--- src/rtl/sti_pkg.sv ---
// sti_pkg: shared STI link encodings used by the receiver and transmitter side
// Holds the frame state encoding, frame length codes and the table of
// last-bit indices (N-1) for each length code.
package sti_pkg;
  typedef enum logic [1:0] {IDLE, ARMED, RECV, DONE} sti_state_e;
  localparam logic [1:0] LEN_8  = 2'b00;
  localparam logic [1:0] LEN_16 = 2'b01;
  localparam logic [1:0] LEN_24 = 2'b10;
  localparam logic [1:0] LEN_32 = 2'b11;
  localparam logic [4:0] LAST_IDX [4] = '{5'd7, 5'd15, 5'd23, 5'd31};
endpackage

--- src/rtl/sti_rx_extract.sv ---
// sti_rx_extract: recovers the 16-bit word from an MSB-aligned STI frame buffer
// Ports: frame (32-bit buffer, frame bits in [31:32-N]), length/fill/low
// (frame format), word (recovered 16-bit parallel word).
module sti_rx_extract
  import sti_pkg::*;
(
  input  logic [31:0] frame,
  input  logic [1:0]  length,
  input  logic        fill,
  input  logic        low,
  output logic [15:0] word
);
  always_comb
    word = length == LEN_8 ? (low ? {frame[31:24], 8'h00} : {8'h00, frame[31:24]})
         : (length == LEN_16 || fill) ? frame[31:16]
         : length == LEN_24 ? frame[23:8] : frame[15:0];
endmodule

--- src/rtl/sti_rx.sv ---
// sti_rx: STI serial-to-parallel receiver (8/16/24/32-bit frames, MSB/LSB-first)
// Ports: clk, reset (async, active-high); cfg_load/cfg_length/cfg_fill/cfg_msb/
// cfg_low frame format; si_data/si_valid serial input; po_data/po_frame/po_valid
// recovered word and raw frame; po_busy (armed or receiving); err_short abort pulse.
// Macro STI_RX_ERR_EN: a si_valid gap mid-frame aborts the frame instead of stalling.
module sti_rx
  import sti_pkg::*;
(
  input  logic        clk,
  input  logic        reset,
  input  logic        cfg_load,
  input  logic [1:0]  cfg_length,
  input  logic        cfg_fill,
  input  logic        cfg_msb,
  input  logic        cfg_low,
  input  logic        si_data,
  input  logic        si_valid,
  output logic [15:0] po_data,
  output logic [31:0] po_frame,
  output logic        po_valid,
  output logic        po_busy,
  output logic        err_short
);
  sti_state_e state, state_nx;
  logic [5:0]  count;
  logic [1:0]  len_q;
  logic        fill_q, msb_q, low_q;
  logic [31:0] frame_q;
  logic [15:0] word;
  logic [4:0]  last, pos;
  logic        arm, take, abort;
  assign last = LAST_IDX[len_q];
  // LSB-first frames are still packed at the top of the buffer, so bit k lands at 31-(N-1)+k
  assign pos = msb_q ? 5'd31 - count[4:0] : 5'd31 - last + count[4:0];
  assign arm = cfg_load && state != RECV;
  assign take = si_valid && (state == RECV || (state == ARMED && !cfg_load));
`ifdef STI_RX_ERR_EN
  assign abort = state == RECV && !si_valid;
`else
  assign abort = 1'b0;
`endif
  assign po_busy = state == ARMED || state == RECV;
  sti_rx_extract u_extract (
    .frame  (frame_q),
    .length (len_q),
    .fill   (fill_q),
    .low    (low_q),
    .word   (word)
  );
  always_ff @(posedge clk or posedge reset)
    if (reset) state <= IDLE;
    else state <= state_nx;
  always_comb begin
    state_nx = state;
    case (state)
      IDLE:    state_nx = cfg_load ? ARMED : IDLE;
      ARMED:   state_nx = (!cfg_load && si_valid) ? RECV : ARMED;
      RECV:    state_nx = abort ? IDLE : (si_valid && count == {1'b0, last}) ? DONE : RECV;
      default: state_nx = cfg_load ? ARMED : IDLE;
    endcase
  end
  always_ff @(posedge clk or posedge reset)
    if (reset) begin
      count     <= '0;
      len_q     <= '0;
      fill_q    <= 1'b0;
      msb_q     <= 1'b0;
      low_q     <= 1'b0;
      frame_q   <= '0;
      po_data   <= '0;
      po_frame  <= '0;
      po_valid  <= 1'b0;
      err_short <= 1'b0;
    end else begin
      po_valid  <= state == DONE;
      err_short <= abort;
      if (state == DONE) begin
        po_data  <= word;
        po_frame <= frame_q;
      end
      if (arm) begin
        len_q   <= cfg_length;
        fill_q  <= cfg_fill;
        msb_q   <= cfg_msb;
        low_q   <= cfg_low;
        frame_q <= '0;
        count   <= '0;
      end else if (take) begin
        frame_q[pos] <= si_data;
        count        <= count + 6'd1;
      end
    end
endmodule

--- config.mk ---
export PLATFORM = sky130hd
export DESIGN_NAME = sti_rx
export DESIGN_NICKNAME = d
export VERILOG_FILES = /design/src/rtl/sti_pkg.sv /design/src/rtl/sti_rx_extract.sv /design/src/rtl/sti_rx.sv
export SDC_FILE = /design/constraint.sdc
export NUM_CORES = 1
export LEC_CHECK = 0
export ABC_CLOCK_PERIOD_IN_PS = 3200
export BUFFER_PORTS_ARGS = -buffer_cell sky130_fd_sc_hd__buf_4
export CELL_PAD_IN_SITES_DETAIL_PLACEMENT = 1
export CELL_PAD_IN_SITES_GLOBAL_PLACEMENT = 2
export CORE_UTILIZATION = 38
export CTS_CLUSTER_DIAMETER = 50
export CTS_CLUSTER_SIZE = 40
export DETAILED_ROUTE_END_ITERATION = 16
export GPL_ROUTABILITY_DRIVEN = 1
export PLACE_DENSITY = 0.78
export SYNTH_ARGS = -nofsm -noshare
export SYNTH_HDL_FRONTEND = slang
export SYNTH_SLANG_ARGS = --single-unit
--- constraint.sdc ---
create_clock -name clk -period 3.2 [get_ports clk]
set_clock_uncertainty 0.2 [all_clocks]
set_input_delay 0.32 -clock clk [delete_from_list [all_inputs] [get_ports clk]]
set_output_delay 0.32 -clock clk [all_outputs]
set_load 0.03 [all_outputs]
Word-level counts from Yosys, hierarchy flattened --
Index checks and enable logic that the tools add are counted.
Cells by class: $add $sub $neg 4, magnitude comparators 3, equality and inequality tests 7, multiplexer cells 19, bitwise operators 1, reductions and logical operators 12
Operators by type and width (count):
- $mux 16 | 4
- $mux 32 | 2
- $bwmux 32 | 1
- $mux 5 | 3
- $mux 6 | 2
- $bmux 5 s2 | 1
- $sub 5x5->5 const A | 2
- $add 6x1->6 const B | 1
- $eq 2x2->1 const B | 3
- $eq 6x5->1 | 1
- $logic_and 1x1->1 | 6
- $lt 5x6->1 const B | 1
- $add 5x5->5 | 1
- $demux 1 s5 | 1
- $ge 5x1->1 const B | 1
- $eq 2x1->1 const B | 2
- $pmux 2 s2 | 1
- $ge 3x3->1 const B | 1
- $logic_or 1x1->1 | 3
- $mux 1 | 3
- $not 2->3 | 1
- $logic_not 2->1 | 1
- $mux 2 | 1
- $ne 2x2->1 const B | 1
- 2 further kinds | 2
Word-level totals: bits in registers 94, input bits 10, output and inout port bits 51, logic and storage cells 56

Depth between registers and ports, before layout --
word-level depth 14, mapped depth 10, gate-level depth less buffers 6

Cells and area by module --
From an unflattened synthesis, not the netlist that was laid out.
Second synthesis, totals: cells, all modules 428, area, all modules 4844.6 µm²
By module, submodules not included:
- sti_rx | instances 1, cells each 351, area an instance 4355.4 µm², seq. area each 2352.3 µm²
- sti_rx_extract | instances 1, cells each 77, area an instance 489.2 µm², seq. area each 0.0 µm²

Least setup slack after synthesis --
No wires, ideal clock.
kind register to register, start reg len_q[0], end reg frame_q[12], setup time 80 ps, arrival 2232 ps, required time 2920 ps, path slack 688 ps, cell stages (with the launch flop) 11, buffers on the path 4, clock period less this slack 2512 ps, cells stage by stage dfrtp_1 > clkbuf_1 > clkbuf_1 > inv_1 > ha_1 > xnor2_1 > or3_1 > buf_2 > buf_6 > a211oi_1 > mux2i_1
On the way: longest elaborated chain between the ends 14, elaborated cells between the ends (all ways) 15, those cells by class add/sub: 2; order compare: 2; mux: 9; bitwise: 1; reduce/logical: 1
Ends and longest elaborated chain:
- start: declaration | RTL line sti_rx.sv:26 | logic [1:0] len_q;
- start signal: assignment | RTL line sti_rx.sv:82 | len_q <= cfg_length;
- $not 2->3 (implied by the code) (*) | RTL line sti_rx.sv:32 | assign last = LAST_IDX[len_q];
- $bmux 5 s2 (*) | RTL line sti_rx.sv:32
- $mux 5 (implied by the code) (*) (2 in series) | RTL line sti_rx.sv:32
- $sub 5x5->5 (*) | RTL line sti_rx.sv:34 | assign pos = msb_q ? 5'd31 - count[4:0] : 5'd31 - last + count[4:0];
- $add 5x5->5 (*) | RTL line sti_rx.sv:34
- $mux 5 (*) | RTL line sti_rx.sv:34
- $lt 5x6->1 (implied by the code) or $ge 5x1->1 (tied branches) | RTL line sti_rx.sv:89 | frame_q[pos] <= si_data;
- $logic_and 1x1->1 (implied by the code) | RTL line sti_rx.sv:89
- $mux 1 (implied by the code) | RTL line sti_rx.sv:89
- $demux 1 s5 (*) | RTL line sti_rx.sv:89
- $bwmux 32 (*) | RTL line sti_rx.sv:89
- $mux 32 (*) | RTL line sti_rx.sv:88 | end else if (take) begin
- $mux 32 (*) | RTL line sti_rx.sv:81 | if (arm) begin
- end signal: indexed assignment | RTL line sti_rx.sv:89
- end: declaration | RTL line sti_rx.sv:28 | logic [31:0] frame_q;
Mark *: on every way between the ends. The rest lies on a longest branch, timed or not. The select of a mux whose other input is x is not followed. A chain may end at the register's enable or synchronous reset.

Final worst setup path --
start reg count[3], end reg frame_q[29]
On the way: longest elaborated chain between the ends 9, elaborated cells between the ends (all ways) 11, those cells by class add/sub: 2; order compare: 2; mux: 6; reduce/logical: 1
Ends and longest elaborated chain:
- start: declaration | RTL line sti_rx.sv:25 | logic [5:0] count;
- start signal: assignment | RTL line sti_rx.sv:90 | count <= count + 6'd1;
- $add 5x5->5 or $sub 5x5->5 (tied branches) | RTL line sti_rx.sv:34
- $mux 5 (*) | RTL line sti_rx.sv:34
- $lt 5x6->1 (implied by the code) or $ge 5x1->1 (tied branches) | RTL line sti_rx.sv:89
- $logic_and 1x1->1 (implied by the code) | RTL line sti_rx.sv:89
- $mux 1 (implied by the code) | RTL line sti_rx.sv:89
- $demux 1 s5 (*) | RTL line sti_rx.sv:89
- $bwmux 32 (*) | RTL line sti_rx.sv:89
- $mux 32 (*) | RTL line sti_rx.sv:88
- $mux 32 (*) | RTL line sti_rx.sv:81
Marks and branches as above.

==> reports/qor.json <==
{
  "maxCapViolCount": 0,
  "synthAdderAreaFrac_pct": 1.26,
  "post_synth_and_or_nand_nor_area_fraction_pct": 12.9,
  "gr-usage-met1_pct": 29.5,
  "critPathSlowestCell": "sky130_fd_sc_hd__or3_1",
  "synth_compound_area_share_pct": 14.5,
  "boundaryPins": 61,
  "grt_pass1_wl_um": 21700,
  "antenna-diode-count": 0,
  "rows": 41,
  "mostFrequentLayoutCells": "sky130_fd_sc_hd__dfrtp_1 (94), sky130_fd_sc_hd__nand2_1 (72), sky130_fd_sc_hd__buf_4 (67)",
  "numPortBuffers": 59,
  "top_reg_cell_synth": "sky130_fd_sc_hd__dfrtp_1",
  "worst_setup_hold_path_clk_slew_ns": 0.07,
  "drt-wirelength-per-cell_um": 19.0,
  "crit_path_cell_trace": "ha_1 > xnor2_1 > or3_1 > buf_4 > nand4_1 > mux2i_1",
  "synthesis.area_mm2": 0.00495,
  "via_per_inst": 5.32,
  "clkSinkCount": 94,
  "cellPowerDensity_mw_per_mm2": 602,
  "fill_cells": 1430,
  "synth_cell_type_count": 44,
  "place.gp.congestion": 0.787,
  "ys_async_sr_fraction_pct": 100,
  "timing.rr.end": "frame_q[29]$_DFFE_PP0P_",
  "vdd_drop_max_uv": 284,
  "reg2reg_from": "count[3]$_DFFE_PP0P_",
  "slew_worst_pin_ns": 1.03,
  "syn_nets": 487,
  "synth_xor_area_share_pct": 2.55,
  "dp.cells": 674,
  "synthCells": 472,
  "status": "complete, no violations",
  "final_cells": 696,
  "worst-r2r-setup-slack_ns": 0.50,
  "grt_antenna_before_repair": 0,
  "sw_frac_of_total_pct": 35.2,
  "grt_pass1_vias": 3794,
  "layout_worst_path_cycle_share_pct": 84.5,
  "biggest_cell_delay_along_the_critical_path_ns": 0.83,
  "timing.slew.headroom_pct": 31.5,
  "die_h_um": 116,
  "finalSetupViolations": 0,
  "tritoncts_clock_tree": "built",
  "finalHoldViolCount": 0,
  "final_net_count": 534,
  "critPathMaxFanout": 24,
  "grt_start_max_net_pins": 51,
  "firstDrtPassIters": 4,
  "arrival_ns": 2.72,
  "detailroute.via_count": 3702,
  "grt_overflow_total": 0,
  "syn-mean-instance-area_um2": 10.5,
  "startpoint": "count[3]$_DFFE_PP0P_",
  "clockRootBuffer": "sky130_fd_sc_hd__clkbuf_16",
  "layout_commonest_cell": "sky130_fd_sc_hd__dfrtp_1",
  "post_cts_resize_count": 0,
  "critical_path_class": "reg2reg",
  "finalSetupTns_ns": 0,
  "clk_path_buf_depth": 2,
  "total_switching_power_uw": 1250,
  "antenna_violating_nets_post_route": 0,
  "cp.buffers_inverters": 1,
  "portion_of_total_power_attributed_to_the_clock_network_pct": 31.9,
  "required_ns": 3.22,
  "yosys-mux-area-fraction_pct": 16.4,
  "global_route.peak_usage_layer": "met2",
  "dr.first_iter.drc_count": 175,
  "cell_internal_pwr_uw": 2300,
  "fmax_ghz": 0.370,
  "share_comb_of_total_power_pct": 28.5,
  "hold_crit_path_type": "in2reg",
  "dpl.hpwl_um": 9230,
  "grtUsageTotal_pct": 21.6,
  "cp-start-kind": "flop",
  "layout-area-overhead-vs-synth_pct": 19.3,
  "rr_worst_depth": 6,
  "tritoncts_buffers": 9,
  "yosys_warnings": 0,
  "cp_top_family": "simple AND/OR/NAND/NOR gates",
  "remaining_drc_errors": 0,
  "design.core.area_mm2": 0.0127,
  "number_of_max_slew_violations_in_the_final_report": 0,
  "dpl_cell_area_mm2": 0.00554,
  "ys_seq_area_share_pct": 47.5,
  "timing.critical_path.to_type": "flop",
  "setup_repair_after_global_routing_missed_its_margin": "no",
  "floorplan.die_area_mm2": 0.0135,
  "clk-insertion-delay-late_ns": 0.36,
  "power.share.sequential_pct": 39.5,
  "main_combinational_cell_family_by_area_after_synthesis": "multiplexers",
  "critical_path_depth": 6,
  "die_width_um": 116,
  "p_leak_uw": 0.00261,
  "h-tree-depth": 3,
  "drt_wl_total_um": 13200,
  "min_period_ns": 2.70,
  "synth_seq_cells": 94,
  "postLayoutCellArea_mm2": 0.00591,
  "drive_above_1_share_pct": 28.1,
  "critPathCapture": "frame_q[29]$_DFFE_PP0P_",
  "initial_utilization_pct": 39.1,
  "synth_edf_count": 0,
  "groute.layer.met3.usage_pct": 3.11,
  "grt_use_met2_pct": 34.8
}
final cells by class:
class,count,area [um^2],share of cell area (%)
clock buffers,11,253,4.28
multi-input cells,324,2370,40.1
clock inverters,5,56.3,0.953
well taps,172,215,3.64
flip-flops and latches,94,2350,39.8
inverters,15,57.6,0.974
repair buffers,75,603,10.2
layer usage:
layer / vias up / wire length [um]
li1: 1759 / -
met1: 1864 / 6140
met2: 64 / 6370
met3: 15 / 491
met4: 0 / 216
met5: - / 0
cell usage after synthesis (all sizes together), types with 5 or more instances:
cell	n	area share (%)
a211oi	17	3.8
a21oi	11	1.1
a22oi	8	1.2
a31oi	16	2.0
buf	10	1.4
clkbuf	29	2.2
dfrtp	94	48
ha	5	1.3
inv	15	1.1
mux2	34	7.7
mux2i	43	8.7
nand2	72	5.5
nand2b	10	1.3
nand4	17	2.1
nor2	31	2.4
o2111ai	5	1.3
o21ai	12	1.2
o22ai	9	1.1
xnor2	5	1.2
xor2	6	1.4
state kept, by name, indices dropped and copies added (netlist names):
signal	cells
count	6
fill_q	1
frame_q	32
len_q	2
low_q	1
msb_q	1
po_data	16
po_frame	32
po_valid	1
state	2
stage by stage:
| stage | hold slack (ns) | setup slack (ns) | util [%] | total power, uW |
|---|---|---|---|---|
| 2_1_floorplan | 0.225 | 0.231 | - | 2130 |
| 5_1_grt | 0.0940 | 0.317 | 46.6 | 3730 |
| 3_5_place_dp | 0.294 | 0.531 | 43.7 | 2450 |
| 4_1_cts | 0.0722 | 0.504 | 46.6 | 3590 |
| 3_3_place_gp | 0.286 | 0.661 | 43.7 | 2420 |
| 6_report | 0.0800 | 0.497 | 46.6 | 3560 |
power groups by stage:
stage | registers (uW) | clock network, uW | logic [uW]
after floorplan | 1600 | 0 | 524
after global placement | 1430 | 0 | 999
after detailed placement | 1430 | 0 | 1020
after CTS | 1410 | 1150 | 1030
after global routing | 1430 | 1190 | 1110
final | 1410 | 1140 | 1020
cells by family after synthesis:
| logic type | count (synthesis) |
|---|---|
| other | 1 |
| muxes | 77 |
| xor gates and xnor gates | 11 |
| buffers and inverters | 54 |
| DFF | 94 |
| AOI/OAI and AO/OA | 87 |
| and+or+nand+nor | 143 |
| adders and majority gates | 5 |
how the worst min path moves through the flow:
stage	start	endpoint	slack, ns	cells after the start
after floorplan	cfg_fill	fill_q$_DFFE_PP0P_	0.23	2
after global placement	reset	po_frame[30]$_DFFE_PP0P_	0.29	2
after detailed placement	reset	po_frame[30]$_DFFE_PP0P_	0.29	2
after CTS	cfg_load	state[0]$_DFF_PP0_	0.07	2
after global routing	cfg_load	state[0]$_DFF_PP0_	0.09	2
final	cfg_load	state[0]$_DFF_PP0_	0.08	2
worst reg2reg max path, cell delays in order, from the launching register on:
cell	delay, ns
sky130_fd_sc_hd__dfrtp_1	0.46
sky130_fd_sc_hd__ha_1	0.24
sky130_fd_sc_hd__xnor2_1	0.22
sky130_fd_sc_hd__or3_1	0.83
sky130_fd_sc_hd__buf_4	0.31
sky130_fd_sc_hd__nand4_1	0.14
sky130_fd_sc_hd__mux2i_1	0.16
timing repair:
action | 4_1_cts | 5_1_grt
endpoints found under the hold margin | 49 | 0
hold buffers | 6 | 0
buffers inserted | 0 | 0
No activity file was read; power rests on OpenSTA's default activity.
